$ cat src/rtl/egress_arbiter_if.sv
// ============================================================================
// Module      : egress_arbiter_if
// Description : Bundles the VC FIFO read side and the egress FIFO write side
//               of the egress arbiter.
// Revision    : 1.0 - initial release
// ============================================================================
`default_nettype none

interface egress_arbiter_if #(
   parameter int DATA_WIDTH = 12
);
   logic [3:0]            state;
   logic                  empty_0;
   logic                  empty_1;
   logic                  empty_2;
   logic                  empty_3;
   logic [DATA_WIDTH-1:0] data_in_0;
   logic [DATA_WIDTH-1:0] data_in_1;
   logic [DATA_WIDTH-1:0] data_in_2;
   logic [DATA_WIDTH-1:0] data_in_3;
   logic                  almost_full_out;
   logic                  pop_0;
   logic                  pop_1;
   logic                  pop_2;
   logic                  pop_3;
   logic [1:0]            grant;
   logic                  push_out;
   logic [DATA_WIDTH-1:0] data_out;
   logic                  idle_out;

   // Environment side: FIFOs and link state controller
   modport master (
      output state, empty_0, empty_1, empty_2, empty_3,
             data_in_0, data_in_1, data_in_2, data_in_3, almost_full_out,
      input  pop_0, pop_1, pop_2, pop_3, grant, push_out, data_out, idle_out
   );

   // Arbiter side
   modport slave (
      input  state, empty_0, empty_1, empty_2, empty_3,
             data_in_0, data_in_1, data_in_2, data_in_3, almost_full_out,
      output pop_0, pop_1, pop_2, pop_3, grant, push_out, data_out, idle_out
   );
endinterface

`default_nettype wire

$ cat src/rtl/egress_arbiter.sv
// ============================================================================
// Module      : egress_arbiter
// Description : Round-robin scheduler draining four VC FIFOs into the egress
//               FIFO, one pop per cycle, fixed 2-cycle pop-to-push latency.
// Revision    : 1.0 - initial release
// ============================================================================
`default_nettype none

module egress_arbiter #(
   parameter int DATA_WIDTH = 12
) (
   input  wire logic        clk,
   input  wire logic        reset_L,
   egress_arbiter_if.slave  bus
);

   localparam logic [3:0] c_st_reset  = 4'b0001;
   localparam logic [3:0] c_st_idle   = 4'b0100;
   localparam logic [3:0] c_st_active = 4'b1000;

   logic [3:0]            w_empty;
   logic [3:0]            w_elig;
   logic [3:0]            w_rot;
   logic                  w_enable;
   logic                  w_clear;
   logic                  w_found;
   logic                  w_decide;
   logic [1:0]            w_ofs;
   logic [1:0]            w_win;
   logic [DATA_WIDTH-1:0] w_data_sel;

   logic [3:0]            r_pop;
   logic [1:0]            r_grant;
   logic [1:0]            r_ptr;
   logic                  r_last_valid;
   logic [1:0]            r_last_vc;
   logic                  r_s2_valid;
   logic [1:0]            r_s2_vc;
   logic                  r_push;
   logic [DATA_WIDTH-1:0] r_data;
   logic                  r_idle;

   assign w_empty  = {bus.empty_3, bus.empty_2, bus.empty_1, bus.empty_0};
   assign w_enable = (bus.state == c_st_idle) || (bus.state == c_st_active);
   assign w_clear  = (bus.state == c_st_reset);

   // The VC being popped right now still shows its old empty flag, so mask it
   assign w_elig = ~w_empty & ~r_pop;

   // Rotate eligibility so that bit 0 is the VC at the pointer
   for (genvar gi = 0; gi < 4; gi++) begin : g_rot
      assign w_rot[gi] = w_elig[r_ptr + 2'(gi)];
   end

   always_comb begin
      w_found = 1'b0;
      w_ofs   = 2'd0;
      for (int i = 3; i >= 0; i--) begin
         if (w_rot[i]) begin
            w_found = 1'b1;
            w_ofs   = 2'(i);
         end
      end
   end

   assign w_win    = r_ptr + w_ofs;
   assign w_decide = w_enable && !bus.almost_full_out && w_found;

   always_comb begin
      w_data_sel = bus.data_in_0;
      case (r_s2_vc)
         2'd1:    w_data_sel = bus.data_in_1;
         2'd2:    w_data_sel = bus.data_in_2;
         2'd3:    w_data_sel = bus.data_in_3;
         default: w_data_sel = bus.data_in_0;
      endcase
   end

   always_ff @(posedge clk or negedge reset_L) begin
      if (!reset_L) begin
         r_pop        <= 4'd0;
         r_grant      <= 2'd0;
         r_ptr        <= 2'd0;
         r_last_valid <= 1'b0;
         r_last_vc    <= 2'd0;
         r_s2_valid   <= 1'b0;
         r_s2_vc      <= 2'd0;
         r_push       <= 1'b0;
         r_data       <= '0;
         r_idle       <= 1'b0;
      end else if (w_clear) begin
         r_pop        <= 4'd0;
         r_grant      <= 2'd0;
         r_ptr        <= 2'd0;
         r_last_valid <= 1'b0;
         r_last_vc    <= 2'd0;
         r_s2_valid   <= 1'b0;
         r_s2_vc      <= 2'd0;
         r_push       <= 1'b0;
         r_data       <= '0;
         r_idle       <= 1'b0;
      end else begin
         r_pop        <= w_decide ? (4'b0001 << w_win) : 4'b0000;
         r_grant      <= w_decide ? w_win : 2'd0;
         if (w_decide) begin
            r_ptr <= w_win + 2'd1;
         end
         r_last_valid <= w_decide;
         r_last_vc    <= w_win;
         // Read data for stage 2 is on data_in_k by the time it is captured
         r_s2_valid   <= r_last_valid;
         r_s2_vc      <= r_last_vc;
         r_push       <= r_s2_valid;
         if (r_s2_valid) begin
            r_data <= w_data_sel;
         end
         r_idle       <= w_enable && (&w_empty) && !w_decide
                         && !r_last_valid && !r_s2_valid;
      end
   end

   assign bus.pop_0    = r_pop[0];
   assign bus.pop_1    = r_pop[1];
   assign bus.pop_2    = r_pop[2];
   assign bus.pop_3    = r_pop[3];
   assign bus.grant    = r_grant;
   assign bus.push_out = r_push;
   assign bus.data_out = r_data;
   assign bus.idle_out = r_idle;

endmodule

`default_nettype wire

$ cat src/flat_wrapper.sv
// flat-port wrapper written by rule: the top's interface ports become plain ports
module egress_arbiter_flat 
#(
   parameter int DATA_WIDTH = 12
)
  (clk, reset_L, bus_state, bus_empty_0, bus_empty_1, bus_empty_2, bus_empty_3, bus_data_in_0, bus_data_in_1, bus_data_in_2, bus_data_in_3, bus_almost_full_out, bus_pop_0, bus_pop_1, bus_pop_2, bus_pop_3, bus_grant, bus_push_out, bus_data_out, bus_idle_out);
  egress_arbiter_if #(.DATA_WIDTH(DATA_WIDTH)) bus_i ();
  input  wire logic clk;
  input  wire logic reset_L;
  input wire logic [$bits(bus_i.state)-1:0] bus_state;
  input wire logic [$bits(bus_i.empty_0)-1:0] bus_empty_0;
  input wire logic [$bits(bus_i.empty_1)-1:0] bus_empty_1;
  input wire logic [$bits(bus_i.empty_2)-1:0] bus_empty_2;
  input wire logic [$bits(bus_i.empty_3)-1:0] bus_empty_3;
  input wire logic [$bits(bus_i.data_in_0)-1:0] bus_data_in_0;
  input wire logic [$bits(bus_i.data_in_1)-1:0] bus_data_in_1;
  input wire logic [$bits(bus_i.data_in_2)-1:0] bus_data_in_2;
  input wire logic [$bits(bus_i.data_in_3)-1:0] bus_data_in_3;
  input wire logic [$bits(bus_i.almost_full_out)-1:0] bus_almost_full_out;
  output wire logic [$bits(bus_i.pop_0)-1:0] bus_pop_0;
  output wire logic [$bits(bus_i.pop_1)-1:0] bus_pop_1;
  output wire logic [$bits(bus_i.pop_2)-1:0] bus_pop_2;
  output wire logic [$bits(bus_i.pop_3)-1:0] bus_pop_3;
  output wire logic [$bits(bus_i.grant)-1:0] bus_grant;
  output wire logic [$bits(bus_i.push_out)-1:0] bus_push_out;
  output wire logic [$bits(bus_i.data_out)-1:0] bus_data_out;
  output wire logic [$bits(bus_i.idle_out)-1:0] bus_idle_out;
  assign bus_i.state = bus_state;
  assign bus_i.empty_0 = bus_empty_0;
  assign bus_i.empty_1 = bus_empty_1;
  assign bus_i.empty_2 = bus_empty_2;
  assign bus_i.empty_3 = bus_empty_3;
  assign bus_i.data_in_0 = bus_data_in_0;
  assign bus_i.data_in_1 = bus_data_in_1;
  assign bus_i.data_in_2 = bus_data_in_2;
  assign bus_i.data_in_3 = bus_data_in_3;
  assign bus_i.almost_full_out = bus_almost_full_out;
  assign bus_pop_0 = bus_i.pop_0;
  assign bus_pop_1 = bus_i.pop_1;
  assign bus_pop_2 = bus_i.pop_2;
  assign bus_pop_3 = bus_i.pop_3;
  assign bus_grant = bus_i.grant;
  assign bus_push_out = bus_i.push_out;
  assign bus_data_out = bus_i.data_out;
  assign bus_idle_out = bus_i.idle_out;
  egress_arbiter #(.DATA_WIDTH(DATA_WIDTH)) u_core (.clk(clk), .reset_L(reset_L), .bus(bus_i));
endmodule
$ cat config.mk
export PLATFORM = sky130hd
export DESIGN_NAME = egress_arbiter_flat
export DESIGN_NICKNAME = d
export VERILOG_FILES = /design/src/rtl/egress_arbiter_if.sv /design/src/rtl/egress_arbiter.sv /design/src/flat_wrapper.sv
export SDC_FILE = /design/constraint.sdc
export NUM_CORES = 1
export LEC_CHECK = 0
export ABC_CLOCK_PERIOD_IN_PS = 2300
export BUFFER_PORTS_ARGS = -buffer_cell sky130_fd_sc_hd__buf_2
export CAP_MARGIN = 25
export CORE_MARGIN = 1.5
export CORE_UTILIZATION = 35
export DETAILED_ROUTE_END_ITERATION = 6
export GPL_TIMING_DRIVEN = 0
export PLACE_DENSITY = 0.66
export SYNTH_ARGS = -nofsm -noshare
export SYNTH_HDL_FRONTEND = slang
export SYNTH_SLANG_ARGS = --single-unit
$ cat constraint.sdc
create_clock -name clk -period 2.3 [get_ports clk]
set_clock_uncertainty 0.15 [all_clocks]
set_input_delay 0.23 -clock clk [delete_from_list [all_inputs] [get_ports clk]]
set_output_delay 0.23 -clock clk [all_outputs]
set_load 0.01 [all_outputs]
==> impl_metrics.env, run 1 <==
export IMPL_power_frac_seq_pct=32.1
export IMPL_fin_ws_ns=-0.002656
export IMPL_tns_ns=-0.002656
export IMPL_postPlaceCellArea_um2=2078
export IMPL_period_share_pct=100.1
export IMPL_synthAdderAreaFrac_pct=1.542
export IMPL_coreArea_um2=4414
export IMPL_numCtsBuffers=3
export IMPL_synth_compound_area_share_pct=8.790
export IMPL_pwr_share_clk_pct=18.1
export IMPL_yosysWarningCount=0
export IMPL_violations="negative setup slack"
export IMPL_powerDensity_nw_per_um2=990.5
export IMPL_syn_area_per_cell_um2=11.85
export IMPL_finalPower_mw=2.204
export IMPL_yosys_area_share_xor_xnor_pct=2.082
export IMPL_gp_congestion=0.8230
export IMPL_root_buffer="clkbuf_8"
export IMPL_drt_iter0_drc=75
export IMPL_critPathKind="flip-flop to flip-flop"
export IMPL_met3_usage_pct=1.567
export IMPL_rsz0062_at_grt="true"
export IMPL_combPwrFrac_pct=49.8
export IMPL_die_w_um=71.09
export IMPL_ys_seq_elements=28
export IMPL_tightest_slew_ns=0.6823
export IMPL_yosysTopAreaCell="dfrtp_1"
export IMPL_syn2layout_area_growth_pct=37.09
export IMPL_nets=285
export IMPL_die_y_um=71.09
export IMPL_drtAntennaViolNets=0
export IMPL_max_stage_delay_ns=0.43
export IMPL_p_sw_uw=755.5
export IMPL_grt_pass1_vias=1352
export IMPL_synth_edf_count=0
export IMPL_n_antenna_cell=0
export IMPL_cp_cell_sequence="or2_4 > o311a_1 > o21ai_2 > ha_4 > nand2b_1 > nor4_1 > o211ai_1 > nand3_1 > a21o_1"
export IMPL_use_met2_pct=24.82
export IMPL_cp_slowest_cell="dfrtp_1"
export IMPL_hold_viol=0
export IMPL_grt_ovfl_total=0
export IMPL_p_int_mw=1.448
export IMPL_ys_types=41
export IMPL_max_slew_margin_pct=54.51
export IMPL_final_area_um2=2225
export IMPL_ys_seq_area_share_pct=43.18
export IMPL_via_count=1436
export IMPL_firstDrtPassIters=4
export IMPL_endpoint_kind="flip-flop"
export IMPL_grt_pass1_wl_um=5961
export IMPL_hpwl_um=3064
export IMPL_p_leak_nw=1.096
export IMPL_antenna_found_initial=0
export IMPL_drt_total_wl_um=3905
export IMPL_arrival_ns=2.33
export IMPL_peakVddDrop_mv=0.3668
export IMPL_num_io_pins=79
export IMPL_synth_area_um2=1623
export IMPL_synth_top_area_share_pct=43.18
export IMPL_drive_above_1_share_pct=50.22
export IMPL_insertion_delay_ns=0.28
export IMPL_cts_tree="done"
export IMPL_hold_path_class="input pin to flip-flop"
export IMPL_period_needed_ns=2.303
export IMPL_grt_use_met1_pct=19.89
export IMPL_initial_core_util_pct=36.76
export IMPL_fill_cells=397
export IMPL_status="finished, violations left"
export IMPL_async_flop_share_pct=100.0
export IMPL_grt_max_degree=29
export IMPL_drv_slew=0
export IMPL_path_clk_slew_ns=0.10
export IMPL_max_freq_mhz=434.3
export IMPL_swShare_pct=34.28
export IMPL_maxCapViolCount=0
export IMPL_synthTopCellsByArea="dfrtp_1 43%, mux4_2 17%, mux2i_1 7.4%"
export IMPL_track_usage_pct=14.79
export IMPL_htreeDepth=1
export IMPL_synth_nets=198
export IMPL_grt_busiest_layer="met2"
export IMPL_portBuffers=78
export IMPL_synth_top_family_by_area="multiplexers"
export IMPL_ys_flop_type="dfrtp_1"
export IMPL_wl_per_cell_um=14.20
export IMPL_die_area_um2=5054
export IMPL_required_ns=2.33
export IMPL_finalSetupViolations=1
export IMPL_yosys_area_share_simple_pct=17.19
export IMPL_cp_max_fo=5
export IMPL_clockBufferDepth=2
export IMPL_layout_commonest_cell="buf_2"
export IMPL_synthMuxAreaShare_pct=24.06
export IMPL_cts_sinks=28
export IMPL_most_common_layout_cells="80 x buf_2, 28 x dfrtp_1, 17 x nor2_1"
export IMPL_synthCells=137
export IMPL_cp_start_kind="flip-flop"
export IMPL_rows=24
export IMPL_vias_per_cell=5.222
export IMPL_route_detailed_drc=0
[cells by family (layout without fill, tap and decap cells)]
| kind of cell | count (synthesis) | count (layout) |
|---|---|---|
| AOI/OAI and AO/OA | 18 | 18 |
| xor gates and xnor gates | 2 | 2 |
| adders and majority gates | 2 | 2 |
| buffers and inverters | 11 | 97 |
| DFF | 28 | 28 |
| muxes | 24 | 24 |
| and+or+nand+nor | 52 | 52 |
[worst max-delay path, delay by kind of cell, from the launching register on]
| kind | cells | cell delay [ns] |
|---|---|---|
| compound gates | 4 | 0.88 |
| simple gates | 4 | 0.49 |
| fa+ha+maj | 1 | 0.24 |
| flops | 1 | 0.43 |
[registers in the layout, summed over array words and instances (netlist names)]
name / cells
u_core.r_s2_valid: 1
u_core.r_last_vc: 2
u_core.bus.idle_out: 1
u_core.r_last_valid: 1
u_core.bus.data_out: 12
u_core.bus.push_out: 1
u_core.r_ptr: 2
u_core.r_pop: 4
u_core.bus.grant: 2
u_core.r_s2_vc: 2
[synth_stat cells (3+ instances only)]
master    instances
dfrtp_1          28
nor2_1           18
mux2i_1          12
mux4_2           12
and2_1            7
clkbuf_1          5
nor3_1            5
nand2_1           3
nand3_1           3
nor4_1            3
o21ai_0           3
o22a_1            3
or2_1             3
[per-layer routing]
metal	share of wire, %	wire [um]
met5	0	0
met1	46	1779
met2	50	1954
met3	3.0	117
met4	1.4	53
[worst paths after layout]
path                                startpoint                endpoint  slack, ns  depth (start not counted)
max in group asynchronous              reset_L         u_core.r_pop[1]       1.23                          2
min in group asynchronous              reset_L  u_core.bus.data_out[8]       0.35                          2
setup reg to reg               u_core.r_pop[3]         u_core.r_ptr[1]     -0.003                          9
hold / removal                    bus_state[0]     u_core.bus.idle_out       0.09                          3
setup / recovery               u_core.r_pop[3]         u_core.r_ptr[1]     -0.003                          9
hold reg to reg            u_core.r_last_vc[0]       u_core.r_s2_vc[0]       0.30                          1
[cell type report]
cell class                 count  area [um2]  area share [%]
timing repair buffer          82       422.9           19.01
multi-input combinational     98       909.6           40.89
sequential                    28       700.7           31.50
tap                           52       65.06           2.925
buffer                         9       47.55           2.137
clock buffer                   3       41.29           1.856
clock inverter                 1       30.03           1.350
inverter                       2       7.507          0.3375
[stage by stage]
stage,hold WS [ns],worst slack [ns],utilization [%],instances
after detailed placement,0.1384,-0.1877,47.08,267
after CTS,0.08773,0.008111,49.55,273
final,0.08513,-0.002656,50.40,275
after floorplan,-0.2156,0.005844,-,137
after global placement,0.1277,-0.1911,47.08,267
after global routing,0.1084,-0.1020,50.40,275
[power groups by stage]
stage                     combinational, mW  clock (mW)  sequential [mW]
after detailed placement              0.983           0            0.718
after CTS                              1.05       0.402            0.713
final                                  1.10       0.398            0.707
after global routing                   1.21       0.419            0.726
after floorplan                       0.667           0            0.754
after global placement                0.969           0            0.714
[timing repair]
action | 4_1_cts | 5_1_grt
hold buffers | 1 | 0
setup endpoints to repair | 7 | 8
pin swaps | 2 | 6
resized for setup | 5 | 6
endpoints found under the hold margin | 28 | 0
buffers inserted | 1 | 2
No activity file was read; power rests on OpenSTA's default activity.
==> run 2: changes to the inputs <==
--- a/config.mk
+++ b/config.mk
@@ -8,7 +8,6 @@
 export ABC_CLOCK_PERIOD_IN_PS = 2300
 export BUFFER_PORTS_ARGS = -buffer_cell sky130_fd_sc_hd__buf_2
 export CAP_MARGIN = 25
-export CORE_MARGIN = 1.5
 export CORE_UTILIZATION = 35
 export DETAILED_ROUTE_END_ITERATION = 6
 export GPL_TIMING_DRIVEN = 0
==> run 2 against run 1 <==
  * The run now ends clean
  * Register-to-register slack barely moved
  * Wire length is 0.59% lower
  * Sequential power hardly changed
  * Critical path type unchanged
==> impl_metrics.env, run 2 (synthesized netlist as in run 1, its figures left out) <==
export IMPL_top_layer="met4"
export IMPL_route_detailed_drc=0
export IMPL_endpoint_kind="flip-flop"
export IMPL_layout_commonest_cell="buf_2"
export IMPL_tns_ns=0
export IMPL_n_antenna_cell=0
export IMPL_status="finished, final reports clean"
export IMPL_period_needed_ns=2.299
export IMPL_r2r_start="u_core.r_pop[1]"
export IMPL_syn2layout_area_growth_pct=38.47
export IMPL_drt_iter0_drc=52
export IMPL_cts_tree="done"
export IMPL_peakVddDrop_mv=0.3630
export IMPL_combPwrFrac_pct=51.7
export IMPL_gp_congestion=0.7911
export IMPL_p_int_mw=1.501
export IMPL_cp_top_family="simple AND/OR/NAND/NOR gates"
export IMPL_drt_total_wl_um=3882
export IMPL_nets=288
export IMPL_period_share_pct=99.96
export IMPL_critPathKind="flip-flop to flip-flop"
export IMPL_coreArea_um2=4414
export IMPL_die_area_um2=4913
export IMPL_rsz0062_at_grt="true"
export IMPL_grt_pass1_wl_um=5996
export IMPL_cp_slowest_cell="dfrtp_1"
export IMPL_arrival_ns=2.32
export IMPL_swShare_pct=33.79
export IMPL_rows=24
export IMPL_clockBufferDepth=2
export IMPL_num_io_pins=79
export IMPL_regToRegEndpoint="u_core.r_ptr[1]"
export IMPL_htreeDepth=1
export IMPL_wl_per_cell_um=13.96
export IMPL_maxCapViolCount=0
export IMPL_pre_cts_slack_ns=-0.1959
export IMPL_powerDensity_nw_per_um2=1009
export IMPL_pwr_share_clk_pct=17.3
export IMPL_drtAntennaViolNets=0
export IMPL_largest_register_ffs=12
export IMPL_grt_ovfl_total=0
export IMPL_hold_path_class="input pin to flip-flop"
export IMPL_portBuffers=78
export IMPL_worstSetupPathDepth=10
export IMPL_max_stage_delay_ns=0.42
export IMPL_drive_above_1_share_pct=51.33
export IMPL_fin_ws_ns=0.0008602
export IMPL_drv_slew=0
export IMPL_tightest_slew_ns=0.6785
export IMPL_wl_met2_um=1942
export IMPL_cp_endpoint="u_core.r_ptr[1]"
export IMPL_max_slew_margin_pct=54.77
export IMPL_cp_max_fo=4
export IMPL_hold_viol=0
export IMPL_via_count=1426
export IMPL_vias_per_cell=5.129
export IMPL_p_sw_uw=766.2
export IMPL_reg2reg_depth=10
export IMPL_firstDrtPassIters=4
export IMPL_root_buffer="clkbuf_8"
export IMPL_die_w_um=70.09
export IMPL_finalSetupViolations=0
export IMPL_hpwl_um=2974
export IMPL_track_usage_pct=15.41
export IMPL_initial_core_util_pct=36.76
export IMPL_numCtsBuffers=3
export IMPL_power_frac_seq_pct=31.1
export IMPL_p_leak_nw=1.115
export IMPL_cp_start_kind="flip-flop"
export IMPL_most_common_layout_cells="80 x buf_2, 27 x dfrtp_1, 17 x nor2_1"
export IMPL_path_clk_slew_ns=0.09
export IMPL_grt_pass1_vias=1282
export IMPL_wl_met1_um=1756
export IMPL_r2r_setup_slack_ns=0.0009
export IMPL_startpoint="u_core.r_pop[1]"
export IMPL_cp_cell_sequence="or2_1 > nor3_1 > a311oi_2 > o21ai_2 > ha_4 > nand2_2 > nor3b_1 > o211ai_1 > nand3_1 > a21o_1"
export IMPL_cts_sinks=28
export IMPL_antenna_found_initial=0
export IMPL_grt_max_degree=29
export IMPL_max_freq_mhz=434.9
export IMPL_crit_buf_inv=0
export IMPL_required_ns=2.32
export IMPL_die_y_um=70.09
export IMPL_route_met3_wl_um=135
export IMPL_insertion_delay_ns=0.28
==> run 2: how the worst min path moves through the flow <==
stage / start / endpoint / slack [ns] / cells after the start
global placement: reset_L / u_core.bus.data_out[2] / 0.13 / 1
detailed placement: reset_L / u_core.bus.data_out[2] / 0.14 / 1
global route: bus_state[0] / u_core.bus.idle_out / 0.11 / 3
floorplan: reset_L / u_core.bus.data_out[0] / -0.22 / 0
CTS: bus_state[0] / u_core.bus.idle_out / 0.09 / 3
finish: bus_state[0] / u_core.bus.idle_out / 0.09 / 3
==> run 2: final cells by class <==
type,instances,area [um2]
Fill cell,422,2167
Multi-Input combinational cell,98,908.4
Sequential cell,28,701.9
Timing Repair Buffer,85,445.4
Tap cell,52,65.06
Buffer,9,47.55
Clock buffer,3,41.29
Clock inverter,1,30.03
Inverter,2,7.507
==> run 2: power groups by stage <==
stage	clock network (mW)	logic [mW]	registers, mW
6_report	0.391	1.17	0.704
4_1_cts	0.402	1.05	0.713
3_5_place_dp	0	0.980	0.716
5_1_grt	0.419	1.27	0.725
3_3_place_gp	0	0.965	0.717
2_1_floorplan	0	0.667	0.754
==> run 2: worst register-to-register path, stage by stage (launching register included) <==
cell	delay (ns)
dfrtp_1	0.42
or2_1	0.28
nor3_1	0.23
a311oi_2	0.08
o21ai_2	0.21
ha_4	0.25
nand2_2	0.07
nor3b_1	0.05
o211ai_1	0.20
nand3_1	0.11
a21o_1	0.16
==> run 2: per-stage QoR <==
step / instances / hold slack (ns) / util [%] / total power, mW / instance area [um2]
after CTS: 274 / 0.09095 / 49.72 / 2.162 / 2195
after global routing: 278 / 0.1093 / 50.91 / 2.412 / 2247
after floorplan: 137 / -0.2156 / - / 1.422 / 1623
final: 278 / 0.09379 / 50.91 / 2.268 / 2247
after detailed placement: 267 / 0.1369 / 47.08 / 1.696 / 2078
after global placement: 267 / 0.1340 / 47.08 / 1.682 / 2078
==> run 2: repair_timing <==
action                                 CTS  global route
pin swaps                                1             5
setup endpoints to repair                7             7
hold buffers                             1             0
setup buffers                            2             4
endpoints found under the hold margin   28             0
gates resized for setup                  5             6
==> run 2: layer usage <==
metal	global-route usage, %	vias to the layer above
met5	0	-
met4	5.333	0
met3	2.165	4
met2	24.68	39
met1	21.48	687
li1	-	696
